--- src/rtl/test_sequencer_halt_capture.sv ---
// One channel's sticky halt flag and the result signature seen on the halt cycle.
module halt_capture #(
  parameter int unsigned SIG_W = 32
) (
  input  logic             clk,
  input  logic             rst,
  input  logic             clr,
  input  logic             en,
  input  logic             halt,
  input  logic [SIG_W-1:0] result,
  output logic             halted,
  output logic [SIG_W-1:0] sig
);

  // Latch flag and signature on the first enabled halt; ignore later changes.
  always_ff @(posedge clk or posedge rst) begin
    if (rst) begin
      halted <= 1'b0;
      sig    <= '0;
    end else if (clr) begin
      halted <= 1'b0;
      sig    <= '0;
    end else if (en && halt && !halted) begin
      halted <= 1'b1;
      sig    <= result;
    end
  end

endmodule

--- config.mk ---
export PLATFORM = sky130hd
export DESIGN_NAME = halt_capture
export DESIGN_NICKNAME = d
export VERILOG_FILES = /design/src/rtl/test_sequencer_halt_capture.sv
export SDC_FILE = /design/constraint.sdc
export NUM_CORES = 1
export LEC_CHECK = 0
export ABC_CLOCK_PERIOD_IN_PS = 1200
export CAP_MARGIN = 20
export CORE_MARGIN = 2
export CORE_UTILIZATION = 40
export DETAILED_ROUTE_END_ITERATION = 12
export GPL_TIMING_DRIVEN = 0
export PLACE_DENSITY = 0.86
export SLEW_MARGIN = 10
export SYNTH_ARGS = -nofsm -noshare
export SYNTH_HDL_FRONTEND = slang
export SYNTH_SLANG_ARGS = --single-unit
--- constraint.sdc ---
create_clock -name clk -period 1.2 [get_ports clk]
set_input_delay 0.18 -clock clk [delete_from_list [all_inputs] [get_ports clk]]
set_output_delay 0.18 -clock clk [all_outputs]
set_load 0.05 [all_outputs]
==> flow_metrics.py, run 1 <==
metrics = {
    "synthesis": {
        "ys_warn_count": 0,
        "synthesis.nets": 181,
        "synth_largest_type_area_fraction": 0.495,
        "yosysSeqAreaShare": 0.495,
        "synthFlopType": "sky130_fd_sc_hd__dfrtp_1",
        "ys_ff_latch": 33,
        "synthesis.instances": 144,
        "post_synth_most_frequent_cells": "sky130_fd_sc_hd__nand2b_1 (64), sky130_fd_sc_hd__dfrtp_1 (33), sky130_fd_sc_hd__mux2i_1 (32)",
        "yosys.cell_count.top_type": "sky130_fd_sc_hd__nand2b_1",
        "synthTopCellsByArea": "sky130_fd_sc_hd__dfrtp_1 (50%), sky130_fd_sc_hd__nand2b_1 (24%), sky130_fd_sc_hd__mux2i_1 (19%)",
        "synth.lib_cells_used.distinct": 11,
        "synth_top_cell_by_area": "sky130_fd_sc_hd__dfrtp_1",
        "synth.avg_cell_area_um2": 11.6,
        "synthArstFlopShare": 1.00,
        "netlist_area_before_placement_mm2": 0.00167,
        "number_of_enable_flip_flop_cells_after_synthesis": 0,
    },
    "worst_setup_path": {
        "critical_path.n_buffers_inverters": 2,
        "worst_r2r_startpoint": "halted",
        "slowest_delay_ns": 0.40,
        "cpMaxStageDelayCell": "sky130_fd_sc_hd__dfrtp_2",
        "cp_data_required_time_ns": 1.39,
        "depth_of_the_worst_register_to_register_path": 4,
        "worst_ep_arrival_time_ns": 1.43,
        "regToRegEndpoint": "sig[23]",
        "timing.reg2reg.setup_slack_ns": -0.04,
        "cp_top_family": "flip-flops",
        "timing.critical_path.fanout_max": 10,
        "critPathCaptureType": "flop",
        "timing.critical_path.from_type": "flop",
        "critPathKind": "reg2reg",
        "critical_path.cell_chain": "and3b_1 -> buf_6 -> buf_12 -> mux2i_2",
    },
    "global_route": {
        "globalRoute.busiestLayer": "met2",
        "grt_use_met2": 0.267,
        "grt_pass1_wl_mm": 5.64,
        "grt-ovfl-total": 0,
        "antenna_found_initial": 0,
        "globalRouteTotalUtil": 0.164,
        "grt_pass1_vias": 1235,
        "grt_start_max_net_pins": 34,
        "routing_usage_on_met1": 0.204,
        "global_route.usage.met3": 0.0568,
    },
    "clock_network": {
        "count_of_h_tree_levels_built_during_cts": 2,
        "clock_transition_at_the_register_clock_pins_on_the_worst_setup_and_hold_paths_after_cts_ns": 0.06,
        "clock_latency_ns": 0.27,
        "clock-sinks": 33,
        "clock_path_buffers": 2,
        "clk_root_buffer_cell": "sky130_fd_sc_hd__clkbuf_8",
        "cts_tree": "yes",
        "cts-buffers-inserted": 5,
        "hold_buffers": 0,
    },
    "drt": {
        "final_antenna_net_count": 0,
        "via_count": 1231,
        "drcViolationCount": 0,
        "initialDrtViolationCount": 67,
        "wirelength_mm": 3.61,
        "routedWlPerCell_um": 13.3,
        "drt_first_pass_iters": 4,
        "routed_via_density": 4.54,
    },
    "run": {
        "maxCapViolCount": 0,
    },
    "sta": {
        "grt_setup_unrepaired": "yes",
        "final-max-slew-violation-count": 0,
        "skew_ns": 0.00280,
        "max_freq_mhz": 807,
        "report.final.hold_viol_count": 0,
        "layout_worst_path_cycle_share": 1.03,
        "fin_setup_tns_ns": -0.138,
        "finalWorstSetupSlack_ns": -0.0393,
        "relSlewSlack": 0.538,
        "fin_crit_ns": 1.24,
        "timing_worst_slew_pin_value_ns": 0.692,
        "finalSetupViolations": 9,
    },
    "layout": {
        "layout-drive-gt1-share": 0.226,
        "finalInstanceArea_mm2": 0.00237,
        "diodes": 0,
        "layout-area-overhead-vs-synth_pct": 42.0,
        "finish.net_count": 258,
        "final-instance-count-excl-fill": 271,
    },
    "placement": {
        "dp_hpwl_mm": 2.59,
        "routabilityCongestion": 0.672,
        "dp_slack_ns": -0.244,
        "place.port_buffers": 68,
        "numPlacedInstances": 262,
        "placedInstanceArea_mm2": 0.00241,
    },
    "min_path": {
        "timing.hold.worst_path_depth": 2,
        "whs_endpoint": "halted",
        "hp-start": "clr",
        "timing.hold.worst.class": "in2reg",
    },
    "floorplanning": {
        "core_box_area_mm2": 0.00400,
        "io-pin-count": 70,
        "row_count": 23,
        "die_extent_in_x_um": 68.6,
        "initial_util": 0.417,
        "die_area_mm2": 0.00470,
        "fp.dieH_um": 68.6,
    },
    "power": {
        "leak_pwr_nw": 1.10,
        "power.net_switching_uw": 743,
        "clock_power_share": 0.310,
        "cellInternalPower_mw": 1.89,
        "share_comb_of_total_power": 0.235,
        "p_seq_frac": 0.455,
        "power_switching_share": 0.283,
        "max-vdd-ir-drop_uv": 521,
        "p_per_area_mw_per_mm2": 1110,
        "report.power.total_mw": 2.63,
    },
    "outcome": {
        "violations": "setup timing",
        "run_status": "finished, violations left",
    },
}
-- flip-flops by register name, summed over array words and instances (netlist names) --
register  count
halted        1
sig          32
-- routing by layer --
layer	part of all wire	wire [µm]	vias up
li1	-	-	608
met1	0.43	1540	576
met2	0.49	1750	43
met3	0.081	291	4
met4	0.0064	23	0
met5	0	0	-
-- layout make-up --
| class | count | area (µm²) |
|---|---|---|
| Tap cell | 50 | 62.6 |
| Sequential cell | 33 | 827 |
| Multi-Input combinational cell | 99 | 746 |
| Clock buffer | 7 | 86.3 |
| Fill cell | 370 | 1630 |
| Buffer | 11 | 98.8 |
| Inverter | 1 | 3.75 |
| Timing Repair Buffer | 70 | 543 |
-- cells in the final DEF (no fill, tap or decap) --
master                             n
sky130_fd_sc_hd__a21oi_1           1
sky130_fd_sc_hd__and3b_1           1
sky130_fd_sc_hd__buf_12            3
sky130_fd_sc_hd__buf_2            32
sky130_fd_sc_hd__buf_4             2
sky130_fd_sc_hd__buf_6             1
sky130_fd_sc_hd__clkbuf_1          7
sky130_fd_sc_hd__clkbuf_8          6
sky130_fd_sc_hd__clkdlybuf4s15_2   2
sky130_fd_sc_hd__clkdlybuf4s50_1  35
sky130_fd_sc_hd__dfrtp_1          32
sky130_fd_sc_hd__dfrtp_2           1
sky130_fd_sc_hd__inv_2             1
sky130_fd_sc_hd__mux2i_1          30
sky130_fd_sc_hd__mux2i_2           2
sky130_fd_sc_hd__nand2b_1         64
sky130_fd_sc_hd__nor2_1            1
-- power by group through the flow --
| stage | Clock [mW] | Sequential [mW] | Combinational (mW) |
|---|---|---|---|
| after floorplan | 0 | 1.41 | 0.205 |
| after global placement | 0 | 1.22 | 0.658 |
| after detailed placement | 0 | 1.22 | 0.666 |
| after CTS | 0.852 | 1.20 | 0.644 |
| after global routing | 0.902 | 1.20 | 0.660 |
| final | 0.816 | 1.20 | 0.618 |
-- cell families (layout without fill, tap and decap cells) --
kind of cell,after synthesis,in the layout,synth area share
AO/OA/AOI/OAI,1,1,0.00300
buffers and inverters,12,89,0.0616
AND/OR/NAND/NOR,66,66,0.248
multiplexers,32,32,0.192
flip-flops,33,33,0.495
-- what timing repair did --
action                     CTS  global route
setup endpoints to repair   63            51
resized for setup          119            44
buffers inserted             1             1
-- metrics by stage --
| stage | utilization | hold WS [ns] |
|---|---|---|
| 2_1_floorplan | - | 0.309 |
| 3_3_place_gp | 0.603 | 0.494 |
| 3_5_place_dp | 0.603 | 0.510 |
| 4_1_cts | 0.621 | 0.280 |
| 5_1_grt | 0.592 | 0.304 |
| 6_report | 0.592 | 0.274 |
-- worst max-delay path by stage --
stage                 from       to  cells after the start
finish              halted  sig[23]                      4
global route        halted  sig[23]                      4
CTS                 halted  sig[26]                      4
detailed placement      en  sig[25]                      5
global placement       rst   halted                      2
floorplan           halted   sig[0]                      4
-- worst register-to-register path, stage by stage (launching register included) --
cell and delay (ns):
sky130_fd_sc_hd__dfrtp_2 0.40, sky130_fd_sc_hd__and3b_1 0.24, sky130_fd_sc_hd__buf_6 0.15, sky130_fd_sc_hd__buf_12 0.15, sky130_fd_sc_hd__mux2i_2 0.21
(Power assumes the default switching activity.)
==> run 2: changes to the inputs <==
--- a/config.mk
+++ b/config.mk
@@ -7,7 +7,6 @@
 export LEC_CHECK = 0
 export ABC_CLOCK_PERIOD_IN_PS = 1200
 export CAP_MARGIN = 20
-export CORE_MARGIN = 2
 export CORE_UTILIZATION = 40
 export DETAILED_ROUTE_END_ITERATION = 12
 export GPL_TIMING_DRIVEN = 0
==> run 2 against run 1 <==
  * The run still ends with setup timing left
  * Critical path type unchanged
  * Register-to-register slack better by 0.04 ns
  * Setup slack better by 0.035 ns
  * Global-route usage is 1.2 points higher
  * Die area is 5.8% lower
  * Critical path depth stayed put
  * Critical endpoint is now sig[29]
  * Core utilization is 0.22 points higher
  * Sequential share of layout area is 0.13 points lower
  * Power is 0.21% lower
  * Routed wire length is 0.36% higher
  * Sequential cell count stayed put
  * Final area is 0.37% higher
  * Clock skew is 0.0061 ns higher
==> flow_metrics.py, run 2 (synthesis results as in run 1) <==
metrics = {
    "sta": {
        "relSlewSlack": 0.537,
        "final-max-slew-violation-count": 0,
        "finalSetupViolations": 2,
        "timing_worst_slew_pin_value_ns": 0.694,
        "finalWorstSetupSlack_ns": -0.00427,
        "fin_crit_ns": 1.20,
        "hold_slack_ns": 0.251,
        "max_freq_mhz": 830,
        "skew_ns": 0.00889,
        "grt_setup_unrepaired": "yes",
        "report.final.hold_viol_count": 0,
        "layout_worst_path_cycle_share": 1.00,
    },
    "outcome": {
        "run_status": "finished, violations left",
        "violations": "setup timing",
    },
    "floorplanning": {
        "core_box_area_mm2": 0.00400,
        "initial_util": 0.417,
        "die_extent_in_x_um": 66.6,
        "die_area_mm2": 0.00443,
        "row_count": 23,
        "fp.dieH_um": 66.6,
        "io-pin-count": 70,
    },
    "global_route": {
        "grt_pass1_vias": 1297,
        "grt_pass1_wl_mm": 5.70,
        "antenna_found_initial": 0,
        "grt_start_max_net_pins": 34,
        "globalRouteTotalUtil": 0.176,
        "grt-ovfl-total": 0,
    },
    "min_path": {
        "timing.hold.worst.class": "in2reg",
        "timing.hold.worst_path_depth": 2,
    },
    "layout": {
        "fillCellCount": 389,
        "reg_top3": "sig x32, halted x1",
        "finish.net_count": 259,
        "layout.cells.most_common": "sky130_fd_sc_hd__nand2b_1",
        "layout-area-overhead-vs-synth_pct": 42.6,
        "layout-drive-gt1-share": 0.233,
        "final-instance-count-excl-fill": 273,
        "layout.cells.most_common_list": "sky130_fd_sc_hd__nand2b_1 (64), sky130_fd_sc_hd__clkdlybuf4s50_1 (35), sky130_fd_sc_hd__buf_2 (34)",
        "finalInstanceArea_mm2": 0.00238,
        "largest-register": "sig",
        "largest_register_ffs": 32,
        "diodes": 0,
        "postLayoutCoreUtil": 0.594,
    },
    "clock_network": {
        "clk_root_buffer_cell": "sky130_fd_sc_hd__clkbuf_8",
        "clock_transition_at_the_register_clock_pins_on_the_worst_setup_and_hold_paths_after_cts_ns": 0.07,
        "cts-buffers-inserted": 5,
        "cts_tree": "yes",
        "clock-sinks": 33,
        "count_of_h_tree_levels_built_during_cts": 2,
        "hold_buffers": 0,
        "clock_latency_ns": 0.28,
        "clock_path_buffers": 2,
    },
    "drt": {
        "drt_first_pass_iters": 4,
        "routedWlPerCell_um": 13.3,
        "initialDrtViolationCount": 60,
        "routed_via_density": 4.63,
        "via_count": 1263,
        "drcViolationCount": 0,
        "final_antenna_net_count": 0,
        "wirelength_mm": 3.62,
    },
    "placement": {
        "placedInstanceArea_mm2": 0.00241,
        "dp_slack_ns": -0.252,
        "routabilityCongestion": 0.732,
        "dp_hpwl_mm": 2.53,
        "place.port_buffers": 68,
        "numPlacedInstances": 262,
    },
    "worst_setup_path": {
        "worst_ep_arrival_time_ns": 1.40,
        "timing.critical_path.from_type": "flop",
        "slowest_delay_ns": 0.39,
        "cp_top_family": "flip-flops",
        "beginning_of_the_critical_path": "halted",
        "worst_r2r_startpoint": "halted",
        "regToRegEndpoint": "sig[29]",
        "critical_path.cell_chain": "and3b_1 -> buf_6 -> buf_12 -> mux2i_2",
        "critPathKind": "reg2reg",
        "cp_data_required_time_ns": 1.40,
        "critical_path.n_buffers_inverters": 2,
        "timing.critical_path.fanout_max": 10,
        "crit_cells": 4,
        "critPathCaptureType": "flop",
        "critical_path.endpoint": "sig[29]",
        "timing.reg2reg.setup_slack_ns": -0.004,
        "cpMaxStageDelayCell": "sky130_fd_sc_hd__dfrtp_2",
        "depth_of_the_worst_register_to_register_path": 4,
    },
    "power": {
        "leak_pwr_nw": 1.12,
        "max-vdd-ir-drop_uv": 658,
        "power.net_switching_uw": 785,
        "p_per_area_mw_per_mm2": 1100,
        "share_comb_of_total_power": 0.239,
        "cellInternalPower_mw": 1.84,
        "power_switching_share": 0.299,
        "clock_power_share": 0.305,
        "p_seq_frac": 0.456,
    },
    "run": {
        "maxCapViolCount": 0,
    },
}
-- run 2: cell types whose count changed in the layout (fill, tap and decap cells not counted), sizes merged --
cell,change
buf,+2
clkdlybuf4s15,-2
clkinv,+2
-- run 2: final cells by class --
cell class | count | area [µm²] | share of cell area
clock inverter | 2 | 10.0 | 0.00421
timing repair buffer | 71 | 556 | 0.234
inverter | 1 | 3.75 | 0.00158
clock buffer | 6 | 72.6 | 0.0305
buffer | 11 | 98.8 | 0.0416
sequential | 33 | 827 | 0.348
multi-input combinational | 99 | 746 | 0.314
tap | 50 | 62.6 | 0.0263
-- run 2: per-layer routing --
metal	track usage	wire length, µm	part of all wire	vias up
li1	-	-	-	613
met1	0.203	1580	0.44	605
met2	0.303	1800	0.50	40
met3	0.0342	197	0.054	5
met4	0.0957	48	0.013	0
met5	0	0	0	-
-- run 2: worst min path at each step --
stage,slack [ns],to,from
floorplan,0.31,sig[0],rst
global placement,0.50,halted,halted
detailed placement,0.50,halted,halted
CTS,0.24,halted,clr
global route,0.28,halted,clr
finish,0.25,halted,clr
-- run 2: power by group through the flow --
stage                     sequential, mW  combinational, mW  clock, mW
after floorplan                     1.41              0.205          0
after global placement              1.22              0.657          0
after detailed placement            1.22              0.666          0
after CTS                           1.20              0.631      0.828
after global routing                1.20              0.668      0.865
final                               1.20              0.628      0.801
-- run 2: what timing repair did --
item / in CTS / in global routing
gates resized for setup: 141 / 26
endpoints found under the setup margin: 44 / 38
buffers inserted: 1 / 1
cloned: 0 / 1
-- run 2: metrics by stage --
| step | total power [mW] | setup TNS (ns) |
|---|---|---|
| 3_5_place_dp | 1.88 | -10.23 |
| 6_report | 2.62 | -0.00829 |
| 2_1_floorplan | 1.61 | -2.02 |
| 5_1_grt | 2.73 | -0.478 |
| 3_3_place_gp | 1.87 | -26.20 |
| 4_1_cts | 2.66 | -0.0281 |
==> run 3: changes to the inputs <==
--- a/config.mk
+++ b/config.mk
@@ -7,10 +7,10 @@
 export LEC_CHECK = 0
 export ABC_CLOCK_PERIOD_IN_PS = 1200
 export CAP_MARGIN = 20
-export CORE_UTILIZATION = 40
+export CORE_UTILIZATION = 42
 export DETAILED_ROUTE_END_ITERATION = 12
 export GPL_TIMING_DRIVEN = 0
-export PLACE_DENSITY = 0.86
+export PLACE_DENSITY = 0.89
 export SLEW_MARGIN = 10
 export SYNTH_ARGS = -nofsm -noshare
 export SYNTH_HDL_FRONTEND = slang
==> run 3 against run 2 <==
  * The flow still finishes with violations (setup timing)
  * Sequential cell count did not move
  * Global-route usage rose by 1.7 points
  * Sequential share of layout area is 0.20 points higher
  * Via count rose by 1.2%
  * Worst hold slack gained 0.0083 ns
  * Critical path depth stayed put
  * Final cell count is 1.1% lower
  * Non-clock buffer count shrank 1
==> flow_metrics.py, run 3 (synthesis results as in run 1) <==
metrics = {
    "outcome": {
        "run_status": "finished, violations left",
        "violations": "setup timing",
    },
    "layout": {
        "diodes": 0,
        "largest-register": "sig",
        "layout-area-overhead-vs-synth_pct": 41.7,
        "largest_register_ffs": 32,
        "layout.cells.most_common": "sky130_fd_sc_hd__nand2b_1",
        "finish.net_count": 258,
        "layout-drive-gt1-share": 0.225,
        "reg_top3": "sig x32, halted x1",
        "final-instance-count-excl-fill": 270,
        "postLayoutCoreUtil": 0.631,
        "layout.cells.most_common_list": "sky130_fd_sc_hd__nand2b_1 (64), sky130_fd_sc_hd__clkdlybuf4s50_1 (35), sky130_fd_sc_hd__buf_2 (33)",
    },
    "global_route": {
        "antenna_found_initial": 0,
        "grt_pass1_vias": 1408,
        "routing_usage_on_met1": 0.232,
        "grt_pass1_wl_mm": 6.18,
        "global_route.usage.met3": 0.0563,
        "globalRoute.busiestLayer": "met2",
        "globalRouteTotalUtil": 0.192,
        "grt-ovfl-total": 0,
        "grt_use_met2": 0.327,
        "grt_start_max_net_pins": 34,
    },
    "clock_network": {
        "clock_latency_ns": 0.28,
        "clock_path_buffers": 2,
        "count_of_h_tree_levels_built_during_cts": 2,
        "hold_buffers": 0,
        "cts-buffers-inserted": 5,
        "clock_transition_at_the_register_clock_pins_on_the_worst_setup_and_hold_paths_after_cts_ns": 0.07,
        "clock-sinks": 33,
        "cts_tree": "yes",
        "clk_root_buffer_cell": "sky130_fd_sc_hd__clkbuf_8",
    },
    "sta": {
        "grt_setup_unrepaired": "yes",
        "finalSetupViolations": 2,
        "relSlewSlack": 0.545,
        "fin_setup_tns_ns": -0.0215,
        "final-max-slew-violation-count": 0,
        "finalWorstSetupSlack_ns": -0.0151,
        "max_freq_mhz": 823,
        "fin_crit_ns": 1.22,
        "report.final.hold_viol_count": 0,
        "timing_worst_slew_pin_value_ns": 0.681,
        "layout_worst_path_cycle_share": 1.01,
        "skew_ns": 0.00831,
        "hold_slack_ns": 0.260,
    },
    "placement": {
        "place.port_buffers": 68,
        "dp_slack_ns": -0.245,
        "dp_hpwl_mm": 2.57,
        "numPlacedInstances": 260,
        "routabilityCongestion": 0.762,
    },
    "drt": {
        "drcViolationCount": 0,
        "routedWlPerCell_um": 13.2,
        "initialDrtViolationCount": 37,
        "routed_via_density": 4.73,
        "final_antenna_net_count": 0,
        "via_count": 1278,
        "drt_first_pass_iters": 4,
        "wirelength_mm": 3.57,
    },
    "worst_setup_path": {
        "cp_data_required_time_ns": 1.39,
        "timing.critical_path.from_type": "flop",
        "timing.critical_path.fanout_max": 10,
        "worst_ep_arrival_time_ns": 1.41,
        "critPathCaptureType": "flop",
        "critPathKind": "reg2reg",
    },
    "floorplanning": {
        "die_area_mm2": 0.00422,
        "fp.dieH_um": 65.0,
        "core_box_area_mm2": 0.00374,
        "die_extent_in_x_um": 65.0,
        "initial_util": 0.445,
        "row_count": 22,
        "io-pin-count": 70,
    },
    "run": {
        "maxCapViolCount": 0,
    },
    "min_path": {
        "timing.hold.worst.class": "in2reg",
    },
    "power": {
        "p_per_area_mw_per_mm2": 1120,
        "leak_pwr_nw": 1.11,
        "max-vdd-ir-drop_uv": 649,
    },
}
[run 3: changes by cell type in the layout (fill, tap and decap cells not counted)]
cell,before,now
sky130_fd_sc_hd__clkbuf_16,1,0
sky130_fd_sc_hd__clkinv_2,2,0
sky130_fd_sc_hd__buf_2,34,33
sky130_fd_sc_hd__clkbuf_1,7,8
sky130_fd_sc_hd__clkbuf_8,5,6
sky130_fd_sc_hd__clkdlybuf4s15_2,0,1
[run 3: stage by stage]
step	area [µm²]	power [mW]
3_3_place_gp	2410	1.87
2_1_floorplan	1670	1.61
4_1_cts	2510	2.70
3_5_place_dp	2410	1.88
6_report	2360	2.65
5_1_grt	2360	2.79
[run 3: routing by layer]
| layer | share of wire | up-vias | routed length (µm) |
|---|---|---|---|
| li1 | - | 615 | - |
| met1 | 0.43 | 618 | 1540 |
| met5 | 0 | - | 0 |
| met4 | 0.018 | 0 | 65 |
| met3 | 0.054 | 7 | 193 |
| met2 | 0.50 | 38 | 1770 |
[run 3: path summary, 6_finish.rpt]
check                             from  endpoint  slack, ns  depth (start not counted)
worst max register to register  halted   sig[31]      -0.02                          4
worst min register to register  halted    halted       0.53                          2
min in group asynchronous          rst   sig[20]       0.33                          2
worst min-delay path               clr    halted       0.26                          2
worst max-delay path            halted   sig[31]      -0.02                          4
max in group asynchronous          rst    halted       0.40                          2
[run 3: repair_timing]
item	4_1_cts	5_1_grt
gates cloned	0	0
endpoints found under the setup margin	49	57
resized for setup	109	56
buffers inserted	0	2
[run 3: area by class of cell]
cell class / instances / area (µm²)
buffer: 11 / 98.8
clock buffer: 8 / 90.1
fill: 353 / 1380
inverter: 1 / 3.75
multi-input combinational: 99 / 746
sequential: 33 / 827
tap: 48 / 60.1
timing repair buffer: 70 / 537
[run 3: worst max-delay path: stages (launching register included)]
cell	delay [ns]
sky130_fd_sc_hd__dfrtp_2	0.40
sky130_fd_sc_hd__and3b_1	0.22
sky130_fd_sc_hd__buf_6	0.14
sky130_fd_sc_hd__buf_12	0.15
sky130_fd_sc_hd__mux2i_2	0.21
[run 3: where the power goes]
| part | internal [mW] | total [mW] | leakage, nW | switching [mW] |
|---|---|---|---|---|
| Combinational | 0.264 | 0.617 | 0.612 | 0.353 |
| Sequential | 1.17 | 1.20 | 0.448 | 0.0296 |
| Clock | 0.467 | 0.837 | 0.0455 | 0.370 |
| Total | 1.90 | 2.65 | 1.11 | 0.752 |
